`config.mk`:
```
export PLATFORM = sky130hd
export DESIGN_NAME = uart_fifo_periph
export DESIGN_NICKNAME = d
export VERILOG_FILES = /design/src/rtl/uart_pkg.sv /design/src/rtl/sync_fifo.sv /design/src/rtl/uart_fifo_periph.sv
export SDC_FILE = /design/constraint.sdc
export NUM_CORES = 1
export LEC_CHECK = 0
export ABC_AREA = 1
export BUFFER_PORTS_ARGS = -buffer_cell sky130_fd_sc_hd__clkbuf_2
export CAP_MARGIN = 25
export CORE_MARGIN = 5
export CORE_UTILIZATION = 30
export CTS_BUF_LIST = sky130_fd_sc_hd__clkbuf_8 sky130_fd_sc_hd__clkbuf_16
export DETAILED_ROUTE_END_ITERATION = 16
export GPL_ROUTABILITY_DRIVEN = 0
export GPL_TIMING_DRIVEN = 0
export PLACE_DENSITY = 0.45
export SYNTH_ARGS = -nofsm -noshare
export SYNTH_HDL_FRONTEND = slang
export SYNTH_SLANG_ARGS = --single-unit
```
`constraint.sdc`:
```
create_clock -name clk -period 6.8 [get_ports clk]
set_clock_uncertainty 0.15 [all_clocks]
set_input_delay 0.34 -clock clk [delete_from_list [all_inputs] [get_ports clk]]
set_output_delay 0.34 -clock clk [all_outputs]
set_load 0.005 [all_outputs]
```
`src/rtl/uart_pkg.sv`:
```
// -----------------------------------------------------------------------------
// uart_pkg
// Shared constants for the memory-mapped UART peripheral: register word
// offsets, STATUS and CTRL bit positions, and the engine state type used by
// both the TX and RX serial engines.
// -----------------------------------------------------------------------------
package uart_pkg;

   // Register word offsets (mem_addr[3:2])
   localparam logic [1:0] REG_STATUS = 2'd0;   // read STATUS, write TXDATA
   localparam logic [1:0] REG_RXDATA = 2'd1;
   localparam logic [1:0] REG_LEVEL  = 2'd2;
   localparam logic [1:0] REG_CTRL   = 2'd3;

   // STATUS bit indices
   localparam int ST_TX_NFULL  = 0;
   localparam int ST_RX_NEMPTY = 1;
   localparam int ST_OVERRUN   = 2;
   localparam int ST_FRAMING   = 3;
   localparam int ST_TX_IDLE   = 4;

   // CTRL bit indices
   localparam int CTRL_LOOPBACK = 0;
   localparam int CTRL_CLR_OVR  = 2;
   localparam int CTRL_CLR_FRM  = 3;

   typedef enum logic [1:0] {
      S_IDLE,
      S_START,
      S_DATA,
      S_STOP
   } uart_state_e;

endpackage

```
`src/rtl/sync_fifo.sv`:
```
// -----------------------------------------------------------------------------
// sync_fifo
// Single-clock FIFO with a combinational head (dout) and an occupancy count.
// A push while full is accepted only when a pop happens in the same cycle;
// otherwise it is dropped.
// Ports:
//   clk, rstn   clock, synchronous active-low reset
//   push, pop   write / read strobes (pop on empty is ignored)
//   din, dout   write data / current head
//   full, empty occupancy flags
//   count       number of stored entries (FIFO_AW+1 bits)
// -----------------------------------------------------------------------------
module sync_fifo #(
   parameter int WIDTH   = 8,
   parameter int FIFO_AW = 3
) (
   input  logic               clk,
   input  logic               rstn,
   input  logic               push,
   input  logic               pop,
   input  logic [WIDTH-1:0]   din,
   output logic [WIDTH-1:0]   dout,
   output logic               full,
   output logic               empty,
   output logic [FIFO_AW:0]   count
);

   localparam int              DEPTH   = 1 << FIFO_AW;
   localparam logic [FIFO_AW:0] DEPTH_C = (FIFO_AW+1)'(DEPTH);

   logic [WIDTH-1:0]   mem_q [DEPTH];
   logic [FIFO_AW-1:0] wr_ptr_q, rd_ptr_q;
   logic [FIFO_AW:0]   count_q;
   logic               wr_en, rd_en;

   assign empty = (count_q == '0);
   assign full  = (count_q == DEPTH_C);
   assign wr_en = push && (!full || pop);
   assign rd_en = pop && !empty;
   assign dout  = mem_q[rd_ptr_q];
   assign count = count_q;

   // NOTE: sequential state uses non-blocking assignments so every flop
   // samples the pre-edge values regardless of statement order.
   always_ff @(posedge clk) begin
      if (!rstn) begin
         wr_ptr_q <= '0;
         rd_ptr_q <= '0;
         count_q  <= '0;
      end else begin
         // Pointers are FIFO_AW bits wide, so they wrap modulo depth.
         if (wr_en) wr_ptr_q <= wr_ptr_q + 1'b1;
         if (rd_en) rd_ptr_q <= rd_ptr_q + 1'b1;
         case ({wr_en, rd_en})
            2'b10:   count_q <= count_q + 1'b1;
            2'b01:   count_q <= count_q - 1'b1;
            default: count_q <= count_q;
         endcase
      end
   end

   // NOTE: storage has no reset; the count and pointers alone define which
   // entries are valid, and leaving the array unreset lets it map to RAM.
   always_ff @(posedge clk) begin
      if (wr_en) mem_q[wr_ptr_q] <= din;
   end

endmodule

```
`src/rtl/uart_fifo_periph.sv`:
```
// -----------------------------------------------------------------------------
// uart_fifo_periph
// Memory-mapped 8N1 UART with TX and RX FIFOs on the data-memory port.
// Load data is registered and valid the cycle after the request.
// Optional feature macro: UART_LOOPBACK_EN (CTRL bit0 routes TX into RX).
// Ports:
//   clk, rstn        clock, synchronous active-low reset
//   sel, write       request strobe, 1 = store / 0 = load
//   wmask, wdata     store byte enables and data
//   addr             word offset
//   rdata            registered load data
//   uart_rx, uart_tx serial input (asynchronous) / serial output
//   irq_rx           RX FIFO non-empty
// -----------------------------------------------------------------------------
module uart_fifo_periph
   import uart_pkg::*;
#(
   parameter int CLOCK_DIV = 104,
   parameter int FIFO_AW   = 3
) (
   input  logic        clk,
   input  logic        rstn,
   input  logic        sel,
   input  logic        write,
   input  logic [3:0]  wmask,
   input  logic [31:0] wdata,
   input  logic [1:0]  addr,
   output logic [31:0] rdata,
   input  logic        uart_rx,
   output logic        uart_tx,
   output logic        irq_rx
);

   localparam logic [15:0] DIV_C  = 16'(CLOCK_DIV);
   localparam logic [15:0] DIV_M1 = 16'(CLOCK_DIV - 1);
   localparam logic [15:0] HALF_C = 16'(CLOCK_DIV / 2);

   // Bus decode
   logic rd_req, wr_req, tx_push, ctrl_wr, rx_pop;
   assign rd_req  = sel && !write;
   assign wr_req  = sel && write && wmask[0];
   assign tx_push = wr_req && (addr == REG_STATUS);
   assign ctrl_wr = wr_req && (addr == REG_CTRL);

   // FIFOs
   logic [7:0]       tx_head, rx_head;
   logic             tx_full, tx_empty, rx_full, rx_empty, tx_pop, rx_push;
   logic [FIFO_AW:0] tx_count, rx_count;
   logic [7:0]       rx_shift_q;

   assign rx_pop = rd_req && (addr == REG_RXDATA) && !rx_empty;

   sync_fifo #(.WIDTH(8), .FIFO_AW(FIFO_AW)) u_tx_fifo (
      .clk(clk), .rstn(rstn), .push(tx_push), .pop(tx_pop), .din(wdata[7:0]),
      .dout(tx_head), .full(tx_full), .empty(tx_empty), .count(tx_count));

   sync_fifo #(.WIDTH(8), .FIFO_AW(FIFO_AW)) u_rx_fifo (
      .clk(clk), .rstn(rstn), .push(rx_push), .pop(rx_pop), .din(rx_shift_q),
      .dout(rx_head), .full(rx_full), .empty(rx_empty), .count(rx_count));

   // ---------------- TX engine ----------------
   uart_state_e tx_state_q;
   logic [15:0] tx_cnt_q;
   logic [2:0]  tx_bits_q;
   logic [7:0]  tx_shift_q;
   logic        tx_q, tx_bit_end;

   assign tx_bit_end = (tx_cnt_q == DIV_M1);
   // Pop when idle, or at the end of a stop bit to chain frames with no gap.
   assign tx_pop = !tx_empty && ((tx_state_q == S_IDLE) ||
                                 (tx_state_q == S_STOP && tx_bit_end));

   always_ff @(posedge clk) begin
      if (!rstn) begin
         tx_state_q <= S_IDLE;
         tx_q       <= 1'b1;
         tx_cnt_q   <= '0;
         tx_bits_q  <= '0;
         tx_shift_q <= '0;
      end else begin
         case (tx_state_q)
            S_IDLE: if (tx_pop) begin
               tx_shift_q <= tx_head;
               tx_q       <= 1'b0;
               tx_cnt_q   <= '0;
               tx_state_q <= S_START;
            end
            S_START: if (tx_bit_end) begin
               tx_cnt_q   <= '0;
               tx_bits_q  <= '0;
               tx_q       <= tx_shift_q[0];
               tx_state_q <= S_DATA;
            end else tx_cnt_q <= tx_cnt_q + 1'b1;
            S_DATA: if (tx_bit_end) begin
               tx_cnt_q <= '0;
               if (tx_bits_q == 3'd7) begin
                  tx_q       <= 1'b1;
                  tx_state_q <= S_STOP;
               end else begin
                  tx_bits_q  <= tx_bits_q + 1'b1;
                  tx_shift_q <= tx_shift_q >> 1;
                  tx_q       <= tx_shift_q[1];
               end
            end else tx_cnt_q <= tx_cnt_q + 1'b1;
            default: if (tx_bit_end) begin
               tx_cnt_q <= '0;
               if (tx_pop) begin
                  tx_shift_q <= tx_head;
                  tx_q       <= 1'b0;
                  tx_state_q <= S_START;
               end else tx_state_q <= S_IDLE;
            end else tx_cnt_q <= tx_cnt_q + 1'b1;
         endcase
      end
   end

   // ---------------- Loopback option ----------------
   logic rx_in, ctrl_rd;
`ifdef UART_LOOPBACK_EN
   logic lb_q;
   always_ff @(posedge clk) begin
      if (!rstn)        lb_q <= 1'b0;
      else if (ctrl_wr) lb_q <= wdata[CTRL_LOOPBACK];
   end
   assign rx_in   = lb_q ? tx_q : uart_rx;
   assign uart_tx = lb_q ? 1'b1 : tx_q;
   assign ctrl_rd = lb_q;
`else
   assign rx_in   = uart_rx;
   assign uart_tx = tx_q;
   assign ctrl_rd = 1'b0;
`endif

   // ---------------- RX engine ----------------
   uart_state_e rx_state_q;
   logic [15:0] rx_cnt_q;
   logic [2:0]  rx_bits_q;
   logic        rx_s1_q, rx_s2_q, rx_stop_smp, frm_set, ovr_set;

   // Counter holds the cycle index since the falling edge was seen, so the
   // start sample lands at CLOCK_DIV/2 and each later sample CLOCK_DIV on.
   assign rx_stop_smp = (rx_state_q == S_STOP) && (rx_cnt_q == DIV_C);
   assign rx_push     = rx_stop_smp && rx_s2_q;
   assign frm_set     = rx_stop_smp && !rx_s2_q;
   assign ovr_set     = rx_push && rx_full && !rx_pop;

   always_ff @(posedge clk) begin
      if (!rstn) begin
         rx_s1_q    <= 1'b1;
         rx_s2_q    <= 1'b1;
         rx_state_q <= S_IDLE;
         rx_cnt_q   <= '0;
         rx_bits_q  <= '0;
         rx_shift_q <= '0;
      end else begin
         rx_s1_q <= rx_in;
         rx_s2_q <= rx_s1_q;
         case (rx_state_q)
            S_IDLE: if (!rx_s2_q) begin
               rx_cnt_q   <= 16'd1;
               rx_state_q <= S_START;
            end
            S_START: if (rx_cnt_q == HALF_C) begin
               rx_cnt_q   <= 16'd1;
               rx_bits_q  <= '0;
               rx_state_q <= rx_s2_q ? S_IDLE : S_DATA;   // high = glitch
            end else rx_cnt_q <= rx_cnt_q + 1'b1;
            S_DATA: if (rx_cnt_q == DIV_C) begin
               rx_cnt_q   <= 16'd1;
               rx_shift_q <= {rx_s2_q, rx_shift_q[7:1]};  // LSB arrives first
               rx_bits_q  <= rx_bits_q + 1'b1;
               if (rx_bits_q == 3'd7) rx_state_q <= S_STOP;
            end else rx_cnt_q <= rx_cnt_q + 1'b1;
            default: if (rx_stop_smp) rx_state_q <= S_IDLE;
                     else rx_cnt_q <= rx_cnt_q + 1'b1;
         endcase
      end
   end

   // ---------------- Sticky flags and read data ----------------
   logic        ovr_q, ovr_d, frm_q, frm_d;
   logic [31:0] rdata_q, rdata_d;

   always_comb begin
      // NOTE: every output of this block gets a default first, so no path
      // leaves a value unassigned and no latch is inferred.
      ovr_d   = ovr_q;
      frm_d   = frm_q;
      rdata_d = rdata_q;
      if (ctrl_wr && wdata[CTRL_CLR_OVR]) ovr_d = 1'b0;
      if (ctrl_wr && wdata[CTRL_CLR_FRM]) frm_d = 1'b0;
      if (ovr_set) ovr_d = 1'b1;   // set beats a same-cycle clear
      if (frm_set) frm_d = 1'b1;
      if (rd_req) begin
         rdata_d = '0;
         case (addr)
            REG_STATUS: begin
               rdata_d[ST_TX_NFULL]  = !tx_full;
               rdata_d[ST_RX_NEMPTY] = !rx_empty;
               rdata_d[ST_OVERRUN]   = ovr_q;
               rdata_d[ST_FRAMING]   = frm_q;
               rdata_d[ST_TX_IDLE]   = tx_empty && (tx_state_q == S_IDLE);
            end
            REG_RXDATA: if (!rx_empty) rdata_d[7:0] = rx_head;
            REG_LEVEL: begin
               rdata_d[FIFO_AW:0]     = tx_count;
               rdata_d[8+FIFO_AW:8]   = rx_count;
            end
            default: rdata_d[CTRL_LOOPBACK] = ctrl_rd;
         endcase
      end
   end

   always_ff @(posedge clk) begin
      if (!rstn) begin
         ovr_q   <= 1'b0;
         frm_q   <= 1'b0;
         rdata_q <= '0;
      end else begin
         ovr_q   <= ovr_d;
         frm_q   <= frm_d;
         rdata_q <= rdata_d;
      end
   end

   assign rdata  = rdata_q;
   // Driven straight from the RX count flops: no combinational input path.
   assign irq_rx = !rx_empty;

   logic unused_bits;
   assign unused_bits = ^{wdata[31:8], wmask[3:1]};

endmodule

```
## Word-level counts from Yosys, hierarchy flattened

Memory sizes are Yosys's and may differ from the RTL's. A register that Yosys moved wholly into a read port is not among the register bits.
Index checks and enable logic that the tools add are counted.

- Input bits: 43
- Memories: 2
- Bits in latches: 0
- RAM bits: 128
- Register bits: 95
- Output and inout port bits: 34
- Logic and storage cells: 177
- ROM bits: 0

- Reduce and logical (&&, ||, !) cells: 52
- $add $sub $neg: 12
- Equality and inequality tests: 30
- Multipliers: 0
- Bitwise gates (word level): 1
- Divide/modulo/power cells: 0
- Magnitude comparators: 0
- Muxes and demuxes: 60
- Shift-type cells: 0

Memory list:

| memory | words | bits a word | rd ports | clocked after memory_dff | write ports | RTL line | text |
|---|---|---|---|---|---|---|---|
| u_rx_fifo.mem_q | 8 | 8 | 1 | 1 | 1 | sync_fifo.sv:31 | `logic [WIDTH-1:0] mem_q [DEPTH];` |
| u_tx_fifo.mem_q | 8 | 8 | 1 | 1 | 1 | sync_fifo.sv:31 |  |

Operators with widths:

| operator | number |
|---|---|
| 16-bit two-way mux | 7 |
| 16-bit one-hot mux with 3 select lines | 1 |
| 8-bit two-way mux | 5 |
| 16-bit by 1-bit adder with 16-bit output, second input constant | 2 |
| 16-bit by 7-bit equality test with 1-bit output, second input constant | 2 |
| 3-bit two-way mux | 10 |
| 8-bit one-hot mux with 3 select lines | 1 |
| 2-bit two-way mux | 11 |
| 1-bit logical AND | 21 |
| 3-bit by 1-bit adder with 3-bit output, second input constant | 6 |
| 16-bit by 6-bit equality test with 1-bit output, second input constant | 1 |
| 2-bit equality test, second input constant | 8 |
| 2-bit != test, second input constant | 8 |
| 4-bit one-hot mux with 2 select lines | 2 |
| 1-bit two-way mux | 14 |
| 2-bit nonzero test | 7 |
| 2-bit one-hot mux with 3 select lines | 2 |
| 3-bit one-hot mux with 2 select lines | 2 |
| 2-bit by 1-bit equality test with 1-bit output, second input constant | 5 |
| 5-bit AND reduction | 2 |
| 3-bit one-hot mux with 3 select lines | 1 |
| 4-bit by 1-bit adder with 4-bit output, second input constant | 2 |
| 4-bit equality test, second input constant | 2 |
| 4-bit logical NOT | 2 |
| 15 further kinds | 31 |

## Depth between registers and ports, before layout

Gate-level depths: netlist of run 1.

- Depth in word-level cells: 8
- Gate-level depth with buffers: 18

## Hierarchy

Synthesis of run 1 repeated with hierarchy kept, for this count alone.

- Cells, all modules: 1189
- Area total of the unflattened synthesis: 10626.4 um^2

Modules (own cells, without submodules):

| module | seq. area each (um^2) | times used | cells each | area an instance (um^2) |
|---|---|---|---|---|
| sync_fifo | 2182.1 | 2 | 276 | 3190.6 |
| uart_fifo_periph | 1501.4 | 1 | 637 | 4245.3 |

## Worst setup path before layout of run 1

OpenSTA, ideal clock, no wires.

- Kind: register -> register
- Start point: reg tx_state_q[0]
- End point: reg u_tx_fifo.count_q[3] (netlist: u_tx_fifo.count[3])
- Clock period less this slack: 2651 ps
- Path buffers: 0
- Stages on the path, launching flop included: 15
- Data arrival time: 2379 ps
- Setup time: 122 ps
- Slack: 4149 ps
- Path through: dfxtp_1 -> inv_1 -> ha_1 -> inv_1 -> nand2_1 -> nand3_4 -> inv_1 -> ha_1 -> ha_1 -> a21oi_1 -> nand2_1 -> a21oi_1 -> o21ai_0 -> o21ai_0 -> a21oi_1

- Cells in the longest elaborated chain, start to end: 8
- Elaborated cells on any way between the ends: 12
- Those cells by class: 3 x eq/ne; 1 x mux; 8 x reduce/logical

Ends and longest elaborated chain:

| element | RTL line | text |
|---|---|---|
| start: declaration | uart_fifo_periph.sv:62 | `uart_state_e tx_state_q;` |
| start signal: assignment | uart_fifo_periph.sv:75 | `tx_state_q <= S_IDLE;` |
| start signal: assignment | uart_fifo_periph.sv:86 | `tx_state_q <= S_START;` |
| start signal: assignment | uart_fifo_periph.sv:92 | `tx_state_q <= S_DATA;` |
| 2-bit equality test | uart_fifo_periph.sv:71 | `(tx_state_q == S_STOP && tx_bit_end));` |
| 1-bit logical AND | uart_fifo_periph.sv:71 |  |
| 1-bit logical OR (*) | uart_fifo_periph.sv:70 | `assign tx_pop = !tx_empty && ((tx_state_q == S_IDLE) \|\|` |
| 1-bit logical AND (*) | uart_fifo_periph.sv:70 |  |
| 1-bit logical OR | sync_fifo.sv:38 | `assign wr_en = push && (!full \|\| pop);` |
| 1-bit logical AND | sync_fifo.sv:38 |  |
| 2-bit by 1-bit equality test with 1-bit output / 2-bit equality test (equally long branches) | sync_fifo.sv:54 | `case ({wr_en, rd_en})` |
| 4-bit one-hot mux with 2 select lines / 2-bit nonzero test (equally long branches) | - |  |
| end signal: assignment | sync_fifo.sv:55 | `2'b10: count_q <= count_q + 1'b1;` |
| end signal: assignment | sync_fifo.sv:56 | `2'b01: count_q <= count_q - 1'b1;` |
| end signal: assignment | sync_fifo.sv:57 | `default: count_q <= count_q;` |
| end: declaration | sync_fifo.sv:33 | `logic [FIFO_AW:0] count_q;` |

Every way passes the cells marked *; elsewhere a longest branch is shown, timed or not.
A chain may end at the register's enable or synchronous reset.

## Final worst setup path of run 1

Same ends and word-level chain as after synthesis.

==> run_results.csv, run 1 <==
group,metric,value,unit
global_routing,grt_pass1_wl,41.8,mm
route,wirelength,26.3,mm
critical_path,r2r_slack,3.78,ns
critical_path,rr_worst_depth,14,
route,wl_per_cell,15.4,microns
layout,drive_gt1_share,12.3,%
floorplan,initial_utilization,30.3,%
clock_network,cts.htree.levels,1,
layout,area_growth,16.6,%
critical_path,critPathKind,"reg2reg",
sta,rsz0062_at_grt,"no",
job,maxCapViolations,0,
pwr,p_leak,4.82,nW
sta,slew_headroom,30.8,%
layout,antenna_cells,0,
critical_path,cp_cell_sequence,"inv_1 > ha_1 > inv_1 > nand2_1 > nand3_4 > inv_1 > ha_1 > ha_1 > a21oi_1 > nand2_1 > a21oi_1 > o21ai_0 > o21ai_0 > a21oi_1",
sta,final-hold-violation-count,0,
sta,whs,0.0397,ns
sta,fin_crit_sh,44.5,%
floorplan,ios,77,
clock_network,cts_tree,"built",
critical_path,max_stage_delay,0.38,ns
pwr,pwr_density_cell,296,mW/mm^2
clock_network,cts_hold_buf,7,
clock_network,cts_root_buffer,"clkbuf_16",
logic_synthesis,syn_inst,1147,
logic_synthesis,synth_warnings,0,
layout,num-nets-final,1296,
route,vias,7891,
route,dr.first_iter.drc_count,419,
route,avgViaCountPerCell,4.63,
placed_design,numPortBuffers,28,
logic_synthesis,synth_area,0.0104,sq mm
global_routing,overflow,0,
critical_path,path_delay_family,"adder cells",
sta,worst_pin_slew,1.03,ns
sta,setup-tns-final,0,ns
sta,setup_viol_count_final,0,
min_path,min_path_cells,1,
floorplan,rows,68,
critical_path,worstSetupStartpointType,"flop",
placed_design,dp_hpwl,18.2,mm
run_status,status,"finished clean",
route,remaining_drc_errors,0,
clock_network,clkSlewWorstSetupHoldPaths,0.06,ns
route,drtPass1Iterations,5,
global_routing,grt_max_degree,15,
layout,mostFrequentLayoutCells,"224 x nand2_1, 128 x edfxtp_1, 122 x nor2_1",
global_routing,grt_antenna_before_repair,0,
floorplan,die_y,197,microns
global_routing,grt_use_total,13.3,%
logic_synthesis,synth-edff-count,128,
min_path,hold_start,"wdata[3]",
placed_design,placedCellCount,1649,
critical_path,cp.arrival,3.31,ns
route,ant_nets,0,
clock_network,cts_made_buffers,27,
sta,max_freq,331,MHz
logic_synthesis,synth-async-reset-ratio,0,%
critical_path,endpoint_kind,"flop",
logic_synthesis,ys_ff_latch,229,
min_path,min_to,"u_tx_fifo.mem_q[2][3]$_DFFE_PP_",
clock_network,clockBufferDepth,3,
global_routing,grt_pass1_vias,7698,
min_path,hp-class,"in2reg",
logic_synthesis,synth.avg_cell_area,9.11,sq um
critical_path,r2r-end,"u_tx_fifo.count[3]$_SDFFE_PN0P_",
critical_path,crit_slowest_cell,"dfxtp_1",
floorplan,design.core.area,0.0345,sq mm
layout,final_common_cell,"nand2_1",
clock_network,post_cts_resized,0,
clock_network,cts_sinks,229,
logic_synthesis,yosysUniqueCellTypes,48,
logic_synthesis,seq_area_frac_synth,56.2,%
floorplan,fp.dieW,197,microns
logic_synthesis,ys.flop_type,"edfxtp_1",
clock_network,clk_latency,0.55,ns
critical_path,required,7.09,ns
floorplan,die_area,0.0386,sq mm
sta,slew_viol_final,0,
clock_network,cts_setup_buffers,0,
critical_path,path_max_fanout,6,
layout,instances_no_fill,1706,
critical_path,r2r-start,"tx_state_q[0]$_SDFFE_PN0P_",
sta,fin_crit,3.02,ns
critical_path,path_buf_inv,3,
pwr,max-vdd-ir-drop,172,uV
## cell type report
class,count,area [sq um]
Fill cell,3543,22300
Sequential cell,229,5870
Multi-Input combinational cell,785,3970
Clock buffer,33,758
Tap cell,455,569
Inverter,92,347
Buffer,60,337
Timing Repair Buffer,35,210
Clock inverter,17,126
## stage by stage
stage	instance area [sq um]	power [mW]	utilization, %	setup slack, ns
after floorplan	10500	2.03	-	4.15
after global placement	11200	2.22	32.6	3.78
after detailed placement	11200	2.22	32.6	3.78
after CTS	12200	3.65	35.3	3.78
after global routing	12200	3.80	35.3	3.52
final	12200	3.60	35.3	3.78
## registers in the layout, summed over array words and instances (netlist names), 4 cells and up, named ones only
name and flops:
u_rx_fifo.mem_q 64, u_tx_fifo.mem_q 64, rx_cnt_q 16, tx_cnt_q 16, rdata 12, rx_shift_q 8, tx_shift_q 8, u_rx_fifo.count 4
u_tx_fifo.count 4
## per-layer routing
metal | vias up | track usage, % | routed length, microns
li1 | 4049 | - | -
met1 | 3699 | 18.7 | 12900
met2 | 105 | 22.1 | 12000
met3 | 38 | 1.79 | 827
met4 | 0 | 2.88 | 524
met5 | - | 0 | 0
## cell usage after synthesis, types with 2 or more instances
cell,n,share of area [%]
ha_1,21,2.5
o21ai_0,79,3.8
nor2_1,122,4.4
nand3_2,3,0.29
xnor2_1,2,0.17
inv_1,83,3.0
nand3_1,119,5.7
nand4_1,14,0.84
or2_4,2,0.17
o21ai_1,3,0.14
inv_2,7,0.25
o21bai_1,2,0.14
nor3_1,15,0.72
buf_4,21,1.5
fa_1,2,0.38
buf_2,11,0.53
nand2_1,224,8.0
nor2_2,13,0.78
nand3b_1,2,0.14
a21oi_1,77,3.7
xor2_1,10,0.84
o22ai_1,4,0.24
a211oi_1,5,0.36
or2_2,3,0.18
dfxtp_1,101,19
o211a_1,2,0.19
o221ai_1,5,0.42
nand2_2,7,0.42
o211ai_1,12,0.86
edfxtp_1,128,37
nand2_4,6,0.65
clkbuf_1,26,0.93
## worst max path at each step
stage / from / slack [ns] / end / depth (start not counted)
CTS: tx_state_q[0]$_SDFFE_PN0P_ / 3.78 / u_tx_fifo.count[3]$_SDFFE_PN0P_ / 14
finish: tx_state_q[0]$_SDFFE_PN0P_ / 3.78 / u_tx_fifo.count[3]$_SDFFE_PN0P_ / 14
global placement: tx_state_q[0]$_SDFFE_PN0P_ / 3.78 / u_tx_fifo.count[3]$_SDFFE_PN0P_ / 14
global route: tx_state_q[0]$_SDFFE_PN0P_ / 3.52 / u_tx_fifo.count[3]$_SDFFE_PN0P_ / 14
detailed placement: tx_state_q[0]$_SDFFE_PN0P_ / 3.78 / u_tx_fifo.count[3]$_SDFFE_PN0P_ / 14
floorplan: tx_state_q[0]$_SDFFE_PN0P_ / 4.15 / u_tx_fifo.count[3]$_SDFFE_PN0P_ / 14
## where the power goes
group | internal (mW) | switching [mW]
combinational | 0.217 | 0.439
sequential | 1.50 | 0.0297
clock | 0.831 | 0.585
total | 2.55 | 1.05
## cells by family (layout without fill, tap and decap cells)
logic type / after synthesis / in the layout / share of synthesized area [%]
buffers and inverters: 152 / 237 / 6.54
and+or+nand+nor: 538 / 538 / 23.3
xor gates and xnor gates: 12 / 12 / 1.01
DFF: 229 / 229 / 56.2
adders and majority gates: 23 / 23 / 2.90
other: 1 / 20 / 0.0359
AOI/OAI and AO/OA: 192 / 192 / 10.1
Note: power is estimated with default switching activity, not from simulation.
==> run 2, diff against run 1 <==
- ABC_AREA: 1 -> 0
- PLACE_DENSITY: 0.45 -> 0.47
- clock period: 6.8 -> 2.4 ns (I/O delays scaled with it)
==> run_results.csv, run 2 <==
group,metric,value,unit
pwr,power_frac_comb,22.2,%
logic_synthesis,synth-edff-count,128,
route,dr.first_iter.drc_count,325,
route,wl_per_cell,16.7,microns
critical_path,cp-startpoint,"rx_cnt_q[1]$_SDFFE_PN0P_",
logic_synthesis,synth_area,0.0101,sq mm
logic_synthesis,synth_warnings,0,
route,avgViaCountPerCell,4.76,
sta,slew_viol_final,0,
critical_path,worstSetupStartpointType,"flop",
placed_design,numPortBuffers,28,
logic_synthesis,yosys.area.top_type,"edfxtp_1",
logic_synthesis,ys_top_cells_by_count,"128 x edfxtp_1, 101 x dfxtp_1, 86 x nand2_1",
pwr,swShare,28.3,%
clock_network,cts_tree,"built",
route,ant_nets,0,
floorplan,rows,67,
critical_path,r2r-start,"rx_cnt_q[1]$_SDFFE_PN0P_",
critical_path,rr_worst_depth,13,
layout,mostFrequentLayoutCells,"128 x edfxtp_1, 90 x dfxtp_1, 85 x nand2_1",
sta,setup-tns-final,-16.48,ns
pwr,pwr-share-clk,36.1,%
logic_synthesis,ys.flop_type,"edfxtp_1",
critical_path,path_max_fanout,4,
critical_path,cp.arrival,3.12,ns
clock_network,cts_made_buffers,26,
pwr,pwr_density_cell,812,mW/mm^2
critical_path,r2r-end,"u_rx_fifo.count[3]$_SDFFE_PN0P_",
layout,fill_cells,3201,
pwr,power_switching,2.98,mW
clock_network,cts.htree.levels,1,
global_routing,grt_antenna_before_repair,3,
floorplan,fp.dieW,194,microns
sta,fin_crit_sh,117,%
critical_path,required,2.71,ns
critical_path,critPathKind,"reg2reg",
min_path,min_path_cells,5,
placed_design,dp_hpwl,16.0,mm
placed_design,place_ws,-0.843,ns
floorplan,design.core.area,0.0334,sq mm
layout,final_common_cell,"edfxtp_1",
sta,max_freq,356,MHz
logic_synthesis,yosysUniqueCellTypes,71,
logic_synthesis,netlist.area_leader.share,38.0,%
clock_network,clkSlewWorstSetupHoldPaths,0.06,ns
layout,drive_gt1_share,28.5,%
sta,worst_pin_slew,0.748,ns
layout,multi_input_area,0.00432,sq mm
sta,fin_crit,2.81,ns
pwr,p_leak,4.58,nW
pwr,p_int,7.57,mW
layout,regArea,0.00589,sq mm
logic_synthesis,synth_area_leaders,"edfxtp_1 38%, dfxtp_1 20%, mux4_2 7.1%",
logic_synthesis,synth.avg_cell_area,12.3,sq um
floorplan,die_area,0.0375,sq mm
run_status,status,"complete, but fails checks",
layout,num-nets-final,1045,
floorplan,die_y,194,microns
route,remaining_drc_errors,0,
pwr,finalPower,10.5,mW
min_path,hp-class,"in2reg",
route,wirelength,24.1,mm
global_routing,grt_max_degree,14,
sta,slew_headroom,50.1,%
clock_network,clk_latency,0.53,ns
layout,area_growth,28.2,%
clock_network,cts_sinks,229,
clock_network,clockBufferDepth,3,
pwr,pwr-share-seq,41.7,%
global_routing,grt_pass1_wl,38.8,mm
logic_synthesis,synth-async-reset-ratio,0,%
route,drtPass1Iterations,5,
sta,setup_viol_count_final,102,
logic_synthesis,syn_inst,825,
critical_path,endpoint_kind,"flop",
pwr,max-vdd-ir-drop,586,uV
critical_path,critPathCapture,"u_rx_fifo.count[3]$_SDFFE_PN0P_",
sta,setup_slack,-0.405,ns
run_status,violations,"setup timing",
sta,final-hold-violation-count,0,
critical_path,r2r_slack,-0.41,ns
floorplan,ios,77,
logic_synthesis,seq_area_frac_synth,57.9,%
sta,rsz0062_at_grt,"yes",
job,maxCapViolations,0,
clock_network,cts_root_buffer,"clkbuf_16",
logic_synthesis,ys_ff_latch,229,
global_routing,grt_use_total,12.6,%
global_routing,grt_pass1_vias,6892,
logic_synthesis,synth.most_common_cell,"edfxtp_1",
global_routing,overflow,0,
floorplan,initial_utilization,30.3,%
layout,largestRegisters,"u_rx_fifo.mem_q (64), u_tx_fifo.mem_q (64)",
route,vias,6890,
-- run 2: changes by cell type in the layout (fill, tap and decap cells not counted), moves of 39 or more --
| cell | delta |
|---|---|
| nand2_1 | -139 |
| nand3_1 | -98 |
| o21ai_0 | -64 |
| buf_4 | +39 |
| nor2_1 | -59 |
| inv_1 | -65 |
-- run 2: routing by layer --
metal  wire [microns]  vias up  global-route usage, %  part of all wire [%]
met4              529        4                   3.12                   2.2
met1            11400     3373                   17.6                    47
met3             1060       36                   2.35                   4.4
li1                 -     3363                      -                     -
met2            11100      114                   20.4                    46
met5               29        -                      0                  0.12
-- run 2: worst min-delay path by stage --
stage                                      endpoint  startpoint  slack (ns)
floorplan           u_tx_fifo.mem_q[0][0]$_DFFE_PP_    wdata[0]        0.07
global placement                 rx_s1_q$_SDFF_PN1_     uart_rx        0.19
detailed placement               rx_s1_q$_SDFF_PN1_     uart_rx        0.19
CTS                           rdata[0]$_SDFFE_PN0N_     addr[0]       0.005
global route                     ovr_q$_SDFFE_PN0P_       write        0.06
finish                        rdata[0]$_SDFFE_PN0N_     addr[0]        0.01
-- run 2: cells by family (layout without fill, tap and decap cells) --
| logic type | count (synthesis) | count (layout) | share of synthesized area, % |
|---|---|---|---|
| compound gates | 124 | 124 | 7.88 |
| mux | 64 | 64 | 10.4 |
| buf+inv | 82 | 237 | 3.93 |
| simple gates | 280 | 280 | 15.0 |
| fa+ha+maj | 23 | 23 | 2.99 |
| xor+xnor | 22 | 22 | 1.90 |
| flops | 229 | 229 | 57.9 |
| other cells | 1 | 21 | 0.0370 |
-- run 2: timing repair --
| action | 4_1_cts | 5_1_grt |
|---|---|---|
| endpoints found under the hold margin | 73 | 0 |
| hold buffers | 13 | 0 |
| buffers inserted | 38 | 22 |
| cloned | 0 | 0 |
| pin swaps | 28 | 21 |
| gates resized for setup | 54 | 51 |
| endpoints found under the setup margin | 148 | 156 |
-- run 2: area by class of cell --
| cell class | count | share of cell area (%) |
|---|---|---|
| Inverter | 24 | 0.790 |
| Multi-Input combinational cell | 533 | 33.3 |
| Clock inverter | 18 | 0.819 |
| Antenna cell | 1 | 0.0193 |
| Tap cell | 448 | 4.32 |
| Timing Repair Buffer | 108 | 7.41 |
| Buffer | 57 | 2.48 |
| Clock buffer | 30 | 5.52 |
| Sequential cell | 229 | 45.4 |
-- run 2: worst max-delay path: stages (launching register included) --
cell and delay (ns):
dfxtp_4 0.35, inv_2 0.06, ha_4 0.11, nor4b_4 0.27, nand4_4 0.17, nor2_4 0.13, nand3b_1 0.19, ha_4 0.27
ha_4 0.21, a21o_1 0.16, a21oi_2 0.16, xnor2_2 0.08, or3_1 0.31, a21oi_1 0.12
-- run 2: through the flow --
| stage | instances | cell area [sq um] | hold WS, ns | utilization [%] |
|---|---|---|---|---|
| final | 1448 | 13000 | 0.0105 | 38.8 |
| after global routing | 1448 | 13000 | 0.0555 | 38.8 |
| after CTS | 1425 | 12600 | 0.00485 | 37.7 |
| after detailed placement | 1327 | 11100 | 0.190 | 33.1 |
| after global placement | 1320 | 11000 | 0.189 | 32.9 |
| after floorplan | 844 | 10300 | 0.0689 | - |
-- run 2: power by group through the flow --
| stage | logic, mW | registers (mW) | clock network, mW |
|---|---|---|---|
| 6_report | 2.35 | 4.40 | 3.81 |
| 3_3_place_gp | 1.90 | 4.48 | 0 |
| 2_1_floorplan | 1.47 | 4.44 | 0 |
| 5_1_grt | 2.62 | 4.42 | 4.11 |
| 4_1_cts | 2.19 | 4.39 | 3.92 |
| 3_5_place_dp | 1.92 | 4.48 | 0 |
==> run 3, diff against run 2 <==
- CORE_ASPECT_RATIO: not set -> 1.75
- CORE_UTILIZATION: 30 -> 25
- PLACE_DENSITY: 0.47 -> 0.41
==> run_results.csv, run 3 (synthesized netlist as in run 2, its figures left out) <==
group,metric,value,unit
run_status,status,"complete, but fails checks",
run_status,violations,"setup timing",
sta,fin_crit_sh,118,%
clock_network,clk_latency,0.53,ns
floorplan,design.core.area,0.0401,sq mm
floorplan,fp.dieW,162,microns
global_routing,grt_antenna_before_repair,0,
sta,worst_pin_slew,0.760,ns
pwr,pwr_density_cell,794,mW/mm^2
sta,setup-tns-final,-18.42,ns
clock_network,cts_sinks,229,
critical_path,crit_slowest_cell,"dfxtp_4",
critical_path,path_buf_inv,1,
sta,slew_headroom,49.3,%
global_routing,grt_pass1_vias,7178,
sta,max_freq,353,MHz
sta,final-hold-violation-count,0,
route,dr.first_iter.drc_count,237,
route,vias,6855,
floorplan,die_area,0.0448,sq mm
critical_path,rr_worst_depth,12,
clock_network,cts_root_buffer,"clkbuf_16",
critical_path,cp_cell_sequence,"nor4_4 > and4_4 > a21oi_4 > nor4_4 > bufinv_8 > ha_4 > ha_4 > a21o_1 > a21oi_2 > xnor2_1 > or3_1 > a21oi_1",
clock_network,cts.htree.levels,1,
route,remaining_drc_errors,0,
critical_path,path_depth,12,
critical_path,worstSetupStartpointType,"flop",
clock_network,cts_tree,"built",
route,avgViaCountPerCell,4.61,
sta,fin_crit,2.83,ns
floorplan,ios,77,
floorplan,initial_utilization,25.3,%
layout,mostFrequentLayoutCells,"128 x edfxtp_1, 90 x dfxtp_1, 85 x nand2_1",
critical_path,max_stage_delay,0.36,ns
route,ant_nets,0,
floorplan,die_y,276,microns
placed_design,dp_hpwl,17.9,mm
clock_network,clockBufferDepth,3,
clock_network,clkSlewWorstSetupHoldPaths,0.07,ns
global_routing,overflow,0,
critical_path,cp.arrival,3.12,ns
pwr,max-vdd-ir-drop,520,uV
pwr,p_leak,4.55,nW
min_path,min_path_cells,5,
layout,fin_area,0.0129,sq mm
layout,num-nets-final,1041,
placed_design,numPortBuffers,28,
layout,area_growth,27.5,%
placed_design,place_area,0.0112,sq mm
critical_path,path_delay_family,"simple AND/OR/NAND/NOR gates",
floorplan,rows,97,
clock_network,cts_made_buffers,23,
layout,largestRegisters,"u_rx_fifo.mem_q (64), u_tx_fifo.mem_q (64)",
min_path,hp-class,"in2reg",
job,maxCapViolations,0,
route,wl_per_cell,17.2,microns
layout,final_common_cell,"edfxtp_1",
route,wirelength,25.6,mm
global_routing,grt_pass1_wl,40.7,mm
layout,antenna_cells,0,
sta,setup_viol_count_final,70,
global_routing,grt_use_total,11.5,%
critical_path,required,2.69,ns
critical_path,endpoint_kind,"flop",
sta,slew_viol_final,0,
sta,rsz0062_at_grt,"yes",
route,drtPass1Iterations,4,
sta,setup_slack,-0.429,ns
layout,drive_gt1_share,27.6,%
global_routing,grt_max_degree,16,
critical_path,path_max_fanout,3,
layout,fill_cells,4002,
critical_path,critPathKind,"reg2reg",
-- run 3: cell count changes in the layout (fill, tap and decap cells not counted), moves of 3 or more --
cell       delta
clkinv_2      -3
inv_2         -3
buf_6         -3
clkbuf_16     -4
clkbuf_1      -3
buf_4         +4
-- run 3: path summary, 6_finish.rpt --
kind	start	end	slack [ns]
setup / recovery	tx_cnt_q[11]$_SDFFE_PN0P_	u_tx_fifo.count[3]$_SDFFE_PN0P_	-0.43
hold reg to reg	rx_s1_q$_SDFF_PN1_	rx_s2_q$_SDFF_PN1_	0.26
setup reg to reg	tx_cnt_q[11]$_SDFFE_PN0P_	u_tx_fifo.count[3]$_SDFFE_PN0P_	-0.43
hold / removal	addr[1]	rdata[0]$_SDFFE_PN0N_	0.05
-- run 3: report_power, final --
| part | internal, mW | switching (mW) |
|---|---|---|
| Sequential | 4.26 | 0.128 |
| Clock | 2.07 | 1.57 |
| Combinational | 0.980 | 1.24 |
| Total | 7.31 | 2.94 |
-- run 3: timing repair --
action / in CTS / in global routing
hold buffers: 14 / 0
gates resized for setup: 71 / 18
setup buffers: 49 / 10
pin swaps: 37 / 27
hold endpoints to repair: 74 / 0
endpoints found under the setup margin: 153 / 109
-- run 3: final cells by class --
| type | count | area [sq um] | share of cell area [%] |
|---|---|---|---|
| clock inverters | 16 | 138 | 1.07 |
| well taps | 495 | 619 | 4.80 |
| inverters | 24 | 114 | 0.882 |
| plain buffers | 55 | 303 | 2.34 |
| repair buffers | 109 | 943 | 7.30 |
| clock buffers | 26 | 617 | 4.78 |
| multi-input cells | 533 | 4290 | 33.2 |
| flip-flops and latches | 229 | 5890 | 45.6 |
-- run 3: metal layers --
metal | up-vias | routed length (microns) | global-route usage [%]
met5 | - | 0 | 0
met4 | 0 | 709 | 4.12
met3 | 34 | 915 | 1.51
met2 | 108 | 14300 | 22.2
met1 | 3388 | 9650 | 12.5
li1 | 3325 | - | -
-- run 3: through the flow --
stage               instances  setup slack, ns  total power [mW]  hold slack, ns  utilization, %
floorplan                 844           -0.543              5.91          0.0689               -
CTS                      1478           -0.556              10.4          0.0109            32.0
detailed placement       1375           -0.866              6.45           0.203            27.9
finish                   1487           -0.429              10.2          0.0526            32.2
global route             1487           -0.563              10.8          0.0922            32.2
global placement         1367            -1.94              6.43           0.210            27.6
-- run 3: worst reg2reg max path, delay by kind of cell (launching register included) --
family | cells | cell delay, ns
fa+ha+maj | 2 | 0.36
buf+inv | 1 | 0.23
simple gates | 4 | 1.07
xor+xnor | 1 | 0.09
flops | 1 | 0.36
compound gates | 4 | 0.48
